### config.mk
export PLATFORM = sky130hd
export DESIGN_NAME = seq_multiplier
export DESIGN_NICKNAME = d
export VERILOG_FILES = /design/src/rtl/seq_multiplier.sv
export SDC_FILE = /design/constraint.sdc
export NUM_CORES = 1
export LEC_CHECK = 0
export BUFFER_PORTS_ARGS = -buffer_cell sky130_fd_sc_hd__buf_2
export CORE_AREA = 2 2 232 234
export DETAILED_ROUTE_END_ITERATION = 16
export DIE_AREA = 0 0 234 236
export PLACE_DENSITY_LB_ADDON = 0.25
export SYNTH_ARGS = -nofsm -noshare
export SYNTH_HDL_FRONTEND = slang
export SYNTH_SLANG_ARGS = --single-unit
### constraint.sdc
create_clock -name Clk -period 8 [get_ports Clk]
set_input_delay 0.8 -clock Clk [delete_from_list [all_inputs] [get_ports Clk]]
set_output_delay 0.8 -clock Clk [all_outputs]
set_load 0.05 [all_outputs]
### src/rtl/seq_multiplier.sv
// Sequential shift-and-add unsigned multiplier.
// One multiplier bit per cycle, fixed DATAWIDTH-cycle run.
module seq_multiplier #(
   parameter int DATAWIDTH = 32
) (
   input  logic                     Clk,
   input  logic                     Rst,
   input  logic                     start,
   input  logic [DATAWIDTH-1:0]     a,
   input  logic [DATAWIDTH-1:0]     b,
   output logic [2*DATAWIDTH-1:0]   product,
   output logic                     busy,
   output logic                     done
);

   localparam int PW = 2 * DATAWIDTH;
   localparam int CW = $clog2(DATAWIDTH + 1);
   localparam logic [CW-1:0] LAST = CW'(DATAWIDTH - 1);

   typedef enum logic [1:0] {
      S_IDLE,
      S_RUN,
      S_DONE
   } state_t;

   state_t          state;
   state_t          state_n;
   logic [PW-1:0]   mcand;
   logic [PW-1:0]   acc;
   logic [PW-1:0]   acc_next;
   logic [DATAWIDTH-1:0] mplier;
   logic [CW-1:0]   count;
   logic            last_iter;

   // partial-product add for the current multiplier bit
   always_comb begin
      acc_next  = acc + (mplier[0] ? mcand : '0);
      last_iter = (count == LAST);
   end

   // state register
   always_ff @(posedge Clk) begin
      if (Rst)
         state <= S_IDLE;
      else
         state <= state_n;
   end

   // next-state and status outputs
   always_comb begin
      state_n = state;
      busy    = 1'b0;
      done    = 1'b0;
      unique case (state)
         S_IDLE: begin
            if (start)
               state_n = S_RUN;
         end
         S_RUN: begin
            busy = 1'b1;
            if (last_iter)
               state_n = S_DONE;
         end
         S_DONE: begin
            done    = 1'b1;
            state_n = S_IDLE;
         end
         default: state_n = S_IDLE;
      endcase
   end

   // datapath: operand capture, shift-add iterations, result load
   always_ff @(posedge Clk) begin
      if (Rst) begin
         mcand   <= '0;
         mplier  <= '0;
         acc     <= '0;
         count   <= '0;
         product <= '0;
      end else begin
         unique case (state)
            S_IDLE: begin
               if (start) begin
                  mcand  <= PW'(a);
                  mplier <= b;
                  acc    <= '0;
                  count  <= '0;
               end
            end
            S_RUN: begin
               acc    <= acc_next;
               mcand  <= mcand << 1;
               mplier <= mplier >> 1;
               count  <= count + CW'(1);
               if (last_iter)
                  product <= acc_next;
            end
            default: ;
         endcase
      end
   end

endmodule

After elaboration in Yosys (flattened, before gate mapping)
Index checks and enable logic that the tools add are counted.
Widths: inputs -> output; s select.

storage, ports and cells
  register bits = 232
  bits in latches = 0
  memory bits (writable) = 0
  bits in read-only memories = 0
  input bits = 67
  memories kept = 0

operators by class
  add/sub/neg operators = 2
  multipliers = 0
  div/mod/pow operators = 0
  $lt $le $gt $ge = 0
  equal/unequal tests = 5
  shift operators = 0
  muxes and demuxes = 14
  bitwise logic cells = 0
  reduce and logical (&&, ||, !) cells = 5

operators with widths
  operator             number
  $pmux 64 s2          2
  $mux 64              3
  $add 64x64->64       1
  $pmux 32 s2          1
  $mux 32              1
  $pmux 6 s2           1
  $add 6x1->6 const B  1
  $eq 6x5->1 const B   1
  $mux 6               1
  $reduce_and 2->1     3
  $mux 2               2
  $ne 2x2->1 const B   2
  $pmux 2 s2           1
  $eq 2x1->1 const B   1
  $eq 2x2->1 const B   1
  $logic_not 2->1      1
  $mux 1               2
  $reduce_bool 2->1    1

Logic depth before layout (Yosys ltp)
Gate-level depths: netlist (run 1).

  depth after elaboration = 3
  depth in mapped cells = 14
  depth with buffers taken out = 13

Worst setup path after synthesis (run 1)
OpenSTA, ideal clock, no wires.

  kind = register to register
  from = reg mplier[0]
  to = reg acc[56]
  data arrival time = 3,213 ps
  slack = 4,670 ps
  stages on the path, launching flop included = 15
  path buffers = 1
  clock period less this slack = 3,330 ps
  cells stage by stage = dfxtp_1 clkbuf_1 and2_1 ha_1 inv_1 fa_1 nand2b_1 a21o_1 and3_4 o31ai_4 a221oi_4 a2111oi_4 o2111a_1 o21ai_0 a32o_1

between the ends
  cells in the longest elaborated chain, start to end = 3

ends and longest elaborated chain
  what                      RTL line  source
  start: declaration        31        logic [DATAWIDTH-1:0] mplier;
  start signal: assignment  93        mplier <= mplier >> 1;
  $mux 64                   37        acc_next = acc + (mplier[0] ? mcand : '0);
  $add 64x64->64            37
  $pmux 64 s2               81        unique case (state)
  end signal: assignment    91        acc <= acc_next;
  end: declaration          29        logic [PW-1:0] acc;

No other way between the ends.
A chain may end at the register's enable or synchronous reset.

Worst setup path after layout (run 1)
Same ends and word-level chain as after synthesis.

==> results of run 1 <==
## worst max path at each step
| stage | from | to | slack (ps) | cells after the start |
|---|---|---|---|---|
| after detailed placement | mplier[0] | acc[56] | 3580 | 13 |
| after global routing | mplier[0] | acc[56] | 3290 | 13 |
| after floorplan | mplier[0] | acc[56] | 4670 | 14 |
| after CTS | mplier[0] | acc[56] | 3550 | 13 |
| final | mplier[0] | acc[56] | 3610 | 13 |
| after global placement | mplier[0] | acc[56] | 3670 | 13 |
## power by group
group | internal [mW] | switching, mW | total [mW]
logic | 0.0469 | 0.0992 | 0.146
registers | 1.18 | 0.0272 | 1.21
clock network | 0.794 | 0.524 | 1.32
## metrics by stage
| stage | instance area [um^2] | worst slack [ps] | utilization (%) | hold slack, ps | cells |
|---|---|---|---|---|---|
| floorplan | 12570 | 4670 | - | 431.5 | 1507 |
| global placement | 13800 | 3673 | 26.00 | 443.8 | 2238 |
| detailed placement | 13800 | 3580 | 26.00 | 443.9 | 2238 |
| CTS | 14750 | 3548 | 27.79 | 420.7 | 2288 |
| global route | 14750 | 3291 | 27.79 | 429.9 | 2288 |
| finish | 14750 | 3606 | 27.79 | 448.5 | 2289 |
## flip-flops by register name, indices dropped and copies added, names as in the netlist
register  count
acc          64
count         6
mcand        64
mplier       32
product      64
state         2
## worst max-delay path, delay by kind of cell (launching register included)
family,cells,cell delay [ps]
and+or+nand+nor,3,610
DFF,1,1010
AOI/OAI and AO/OA,7,1970
adders and majority gates,2,590
buffers and inverters,1,60
## layer usage
layer,vias up,part of all wire (%),global-route usage [%],wire length [um]
met5,-,0,0,0
met2,313,44,22.11,17610
met3,46,5.2,2.079,2087
met4,0,1.6,2.570,664
li1,5713,-,-,-
met1,5535,50,21.08,20020
## logic make-up (layout without fill, tap and decap cells)
logic type               after synthesis  after routing  share of synthesized area, %
flip-flops                           232            232                         36.96
adder cells (fa/ha/maj)               65             65                         6.532
AO/OA/AOI/OAI                        470            470                         27.64
XOR/XNOR                              47             47                         3.276
buffers and inverters                186            271                         5.735
multiplexers                           4              4                        0.3186
other                                  0              1                             0
AND/OR/NAND/NOR                      503            503                         19.54
## cells in the final DEF (no fill, tap or decap), types with 10 or more instances in the layout
cell | netlist | layout
dfxtp_1 | 232 | 231
nand2_1 | 178 | 177
buf_2 | 11 | 131
a21oi_1 | 120 | 120
nor2_1 | 87 | 83
inv_1 | 80 | 80
and2_1 | 66 | 66
o21ai_0 | 65 | 65
ha_1 | 64 | 64
a222oi_1 | 61 | 61
nand3_1 | 51 | 51
a22o_1 | 47 | 47
nand4_1 | 28 | 28
clkbuf_16 | 0 | 28
xor2_1 | 24 | 24
a22oi_1 | 24 | 24
xnor2_1 | 23 | 23
a21o_1 | 22 | 22
nor3_1 | 17 | 17
o211ai_1 | 16 | 16
and3_1 | 15 | 15
o21bai_1 | 15 | 15
or3_1 | 14 | 14
a31oi_1 | 10 | 10
o21a_1 | 10 | 10
## synth_stat cells (all sizes together), types with 5 or more instances
cell and count:
a21o 22, inv 80, and3 16, nand2 178, a22o 47, nand2b 6
nor2b 5, a41oi 5, ha 64, and4 5, a211oi 8, nand3 52
buf 18, and2 66, nor3 17, or3 14, clkbuf 88, xnor2 23
a32o 5, a222oi 61, a21oi 125, a31oi 11, dfxtp 232, or4 10
o21a 12, nor4 9, a22oi 24, xor2 24, a32oi 5, o21bai 16
nor2 88, o21ai 72, o211ai 16, nand4 28
## cell type report
cell class	count	share of cell area, %
tap	696	5.904
clock buffer	39	5.437
inverter	80	2.036
clock inverter	11	1.001
antenna	1	0.01696
multi-input combinational	1089	49.07
sequential	232	31.50
timing repair buffer	141	5.039
==> results_dict.tcl, run 1 <==
set metrics [dict create \
    final_antenna_net_count 0 \
    path_clk_slew_ps 60 \
    yosysTopAreaCell "dfxtp_1" \
    cts_resized 0 \
    synth_nets 1639 \
    endpoint_kind "register" \
    arrival_ps 4840 \
    finalCriticalPeriod_ps 4394 \
    synth_edf_count 0 \
    whs_path_depth 2 \
    cp-start-kind "register" \
    antenna_found_initial 0 \
    rsz0062_at_grt "no" \
    hold_end "product[23]" \
    power_mw 2.675 \
    p_leak_nw 6.311 \
    wl_per_cell_um 17.64 \
    max_stage_delay_ps 1010 \
    synth_seq_cells 232 \
    peakVddDrop_v 0.0001420 \
    cellPowerDensity_nw_per_um2 181.4 \
    core-area_um2 53070 \
    post_synth.cell_area_avg_um2 8.338 \
    syn_area_um2 12570 \
    seq_area_frac_synth_pct 36.96 \
    fillers 5716 \
    period_share_pct 54.92 \
    postCtsHoldBufs 0 \
    post_cts_buffers 0 \
    cts_buffers 28 \
    multiInputGateArea_um2 7238 \
    cp.required_ps 8450 \
    die_area_um2 55220 \
    synth_top_area_share_pct 36.96 \
    dp_hpwl_um 29260 \
    min_from "product[23]" \
    max-cap-violations 0 \
    finalClockSkew_ps 17.84 \
    groute.usage.overall_pct 14.30 \
    grt_pass1_wl_um 63620 \
    path_cells "and2_1 > ha_1 > inv_1 > fa_1 > nand2b_1 > a21o_1 > and3_4 > o31ai_4 > a221oi_4 > a2111oi_4 > o2111a_1 > o21ai_0 > a32o_1" \
    worst-setup-path-type "reg2reg" \
    status "completed" \
    drt_wl_total_um 40390 \
    viasPerCell 5.071 \
    grt_pass1_vias 11170 \
    min_path_type "reg2reg" \
    grt_max_degree 91 \
    tns_ps 0 \
    hold_violations 0 \
    die_x_um 234 \
    area_growth_pct 17.39 \
    grt_remaining_overflow 0 \
    finalSetupViolCount 0 \
    drcViolationCount 0 \
    die_h_um 236 \
    cts.sinks 232 \
    slew_headroom_pct 21.63 \
    first_iter_violations 956 \
    numPortBuffers 132 \
    boundaryPins 133 \
    layout.nets 1704 \
    rows 85 \
    place.gp.congestion 0.8685 \
    cts-root-buf "clkbuf_16" \
    crit_path_max_fanout 65 \
    maxSlewViolCount 0 \
    async_flop_share_pct 0 \
    clk_latency_ps 560 \
    clock_path_buffers 3 \
    cts_tree "built" \
    fmax_mhz 227.6 \
    ys.flop_type "dfxtp_1" \
    reg2reg_depth 13 \
    r2r_start "mplier[0]" \
    yosysUniqueCellTypes 84 \
    ys_warn_count 0 \
    register_area_um2 4646 \
    syn-instance-count 1507 \
    first_pass_iters 8 \
    htree_levels 1 \
    worst_pin_slew_ps 1173 \
    initial_core_util_pct 23.68 \
    r2r_end "acc[56]" \
    synth_area_leaders "dfxtp_1 (37%), ha_1 (6.4%), nand2_1 (5.3%)" \
    drive_gt1_share_pct 14.20 \
    r2r_slack_ps 3610 \
    cpMaxStageDelayCell "dfxtp_2" \
    via_count 11610 \
]
Note: power is estimated with default switching activity, not from simulation.
==> run 2, diff against run 1 <==
--- a/config.mk
+++ b/config.mk
@@ -5,10 +5,11 @@
 export SDC_FILE = /design/constraint.sdc
 export NUM_CORES = 1
 export LEC_CHECK = 0
+export ABC_AREA = 1
 export BUFFER_PORTS_ARGS = -buffer_cell sky130_fd_sc_hd__buf_2
-export CORE_AREA = 2 2 232 234
+export CORE_AREA = 2 2 255 257
 export DETAILED_ROUTE_END_ITERATION = 16
-export DIE_AREA = 0 0 234 236
+export DIE_AREA = 0 0 257 259
 export PLACE_DENSITY_LB_ADDON = 0.25
 export SYNTH_ARGS = -nofsm -noshare
 export SYNTH_HDL_FRONTEND = slang
==> constraint.sdc (replaced) <==
create_clock -name Clk -period 3.6 [get_ports Clk]
set_input_delay 0.36 -clock Clk [delete_from_list [all_inputs] [get_ports Clk]]
set_output_delay 0.36 -clock Clk [all_outputs]
set_load 0.05 [all_outputs]
==> results_dict.tcl, run 2 <==
set metrics [dict create \
    synth_nets 2648 \
    die_x_um 257 \
    rows 93 \
    peakVddDrop_v 0.0004065 \
    layout.nets 2725 \
    ys_warn_count 0 \
    groute.usage.overall_pct 15.44 \
    grt_util_met1_pct 21.23 \
    numPortBuffers 132 \
    cts_buffers 29 \
    synth_edf_count 0 \
    cp.required_ps 4080 \
    hold_ws_ps 31.33 \
    cts_resized 0 \
    period_share_pct 84.64 \
    post_synth.cell_area_avg_um2 6.041 \
    ys.flop_type "dfxtp_1" \
    synth.most_common_cell "nand2_1" \
    max-cap-violations 0 \
    top_usage_layer "met2" \
    grt_pass1_vias 14520 \
    use_met3_pct 3.046 \
    finalClockSkew_ps 19.07 \
    worst-setup-path-type "reg2reg" \
    die_h_um 259 \
    rsz0062_at_grt "no" \
    fin_cells 3473 \
    htree_levels 1 \
    final_common_cell "nand2_1" \
    post-place-ws_ps 574.2 \
    drcViolationCount 0 \
    cts_tree "built" \
    async_flop_share_pct 0 \
    wl_per_cell_um 15.00 \
    r2r_start "mplier[0]" \
    yosysUniqueCellTypes 40 \
    die_area_um2 66560 \
    synth_area_leaders "dfxtp_1 (31%), nand2_1 (21%), inv_1 (12%)" \
    min_path_type "in2reg" \
    status "completed" \
    clk_latency_ps 580 \
    hold_violations 0 \
    path_clk_slew_ps 60 \
    top_regs "acc (64), mcand (64), product (64)" \
    grt_pass1_wl_um 82010 \
    synth_top_area_share_pct 30.56 \
    syn-instance-count 2516 \
    antenna_found_initial 10 \
    cts-root-buf "clkbuf_16" \
    finalCriticalPeriod_ps 3047 \
    maxSlewViolCount 0 \
    final_antenna_net_count 0 \
    min_from "a[28]" \
    power_mw 6.343 \
    postCtsHoldBufs 0 \
    first_iter_violations 886 \
    dp_hpwl_um 39240 \
    endpoint_kind "register" \
    area_growth_pct 16.51 \
    grt_max_degree 149 \
    tns_ps 0 \
    syn_area_um2 15200 \
    finalSetupViolCount 0 \
    whs_path_depth 3 \
    p_leak_nw 9.623 \
    post-place-cells 3417 \
    boundaryPins 133 \
    clock_path_buffers 3 \
    reg2reg_depth 20 \
    most-common-layout-cells "nand2_1 (868), inv_1 (482), nand3_1 (263), dfxtp_1 (231), nor2_1 (139)" \
    seq_area_frac_synth_pct 30.56 \
    initial_core_util_pct 23.79 \
    post_cts_buffers 0 \
    place.gp.congestion 0.9342 \
    grtUsageMet2_pct 24.44 \
    drt_wl_total_um 52080 \
    via_count 15040 \
    core-area_um2 63880 \
    r2r_slack_ps 550 \
    worst_pin_slew_ps 1035 \
    viasPerCell 4.330 \
    grt_remaining_overflow 0 \
    drive_gt1_share_pct 8.372 \
    r2r_end "product[46]" \
    yosysTopAreaCell "dfxtp_1" \
    hold_end "mcand[28]" \
    crit_path_max_fanout 65 \
    fmax_mhz 328.2 \
    cp-start-kind "register" \
    cellPowerDensity_nw_per_um2 358.2 \
    synth_common_cells "nand2_1 (868), inv_1 (484), nand3_1 (263)" \
    synth_seq_cells 232 \
    setup_slack_ps 552.8 \
    slew_headroom_pct 30.98 \
    cts.sinks 232 \
    first_pass_iters 5 \
    arrival_ps 3530 \
]
## run 2: changes by cell type in the layout (fill, tap and decap cells not counted), moves of 16 or more
cell and delta:
nand2_1 +691, xnor2_1 -22, inv_1 +402, o21a_1 +32, a222oi_1 -61, a22o_1 -47
nor2_1 +56, a21oi_1 -16, nand3_1 +212, nand4_1 -26, and2_1 -64, o21ai_0 -22
## run 2: routing by layer
| metal | vias to the layer above | wire, um |
|---|---|---|
| met5 | - | 107 |
| met4 | 16 | 1482 |
| met3 | 80 | 2832 |
| met2 | 293 | 22410 |
| met1 | 6691 | 25250 |
| li1 | 7959 | - |
## run 2: power breakdown
group	leakage, nW	total [mW]	internal (mW)	switching, mW
clock	0.497	3.17	1.94	1.22
combinational	7.25	0.483	0.122	0.360
sequential	1.88	2.69	2.64	0.0538
total	9.62	6.34	4.71	1.64
## run 2: cell type report
type	count	area, um^2
sequential	232	4646
clock inverter	13	206.4
inverter	489	1843
tap	855	1070
clock buffer	41	820.8
timing repair buffer	144	803.3
multi-input combinational	1697	8313
antenna	2	5.005
fill	7295	46180
## run 2: cell families (layout without fill, tap and decap cells)
group,Yosys count,in the layout,synth area share (%)
buf+inv,587,687,14.84
flops,232,232,30.56
xor+xnor,31,31,1.786
simple gates,1318,1318,35.66
compound gates,283,283,11.75
fa+ha+maj,65,65,5.401
other cells,0,2,0
## run 2: how the worst max path moves through the flow
stage / cells past startpoint / end / start / slack, ps
after floorplan: 17 / product[19] / mplier[0] / 1190
after global placement: 20 / product[46] / mplier[0] / 580
after detailed placement: 20 / product[46] / mplier[0] / 570
after CTS: 20 / product[46] / mplier[0] / 570
after global routing: 18 / acc[32] / mplier[0] / 220
final: 20 / product[46] / mplier[0] / 550
## run 2: stage by stage
step | utilization, % | instance area [um^2]
floorplan | - | 15200
global placement | 26.10 | 16670
detailed placement | 26.10 | 16670
CTS | 27.71 | 17700
global route | 27.71 | 17700
finish | 27.72 | 17710
## run 2: critical path, stage by stage, from the launching register on
cell and delay, ps:
dfxtp_2 340, buf_12 290, nand2_1 90, inv_1 70
ha_1 180, inv_1 80, fa_1 410, inv_1 130
nand2_1 60, nand3_1 160, nand2_1 70, nand2_1 150
nand2_1 70, nand2_1 310, nand2_1 190, nand2_1 90
nand2_1 60, nand2_1 70, nand2_1 50, nand2_1 70
inv_1 30
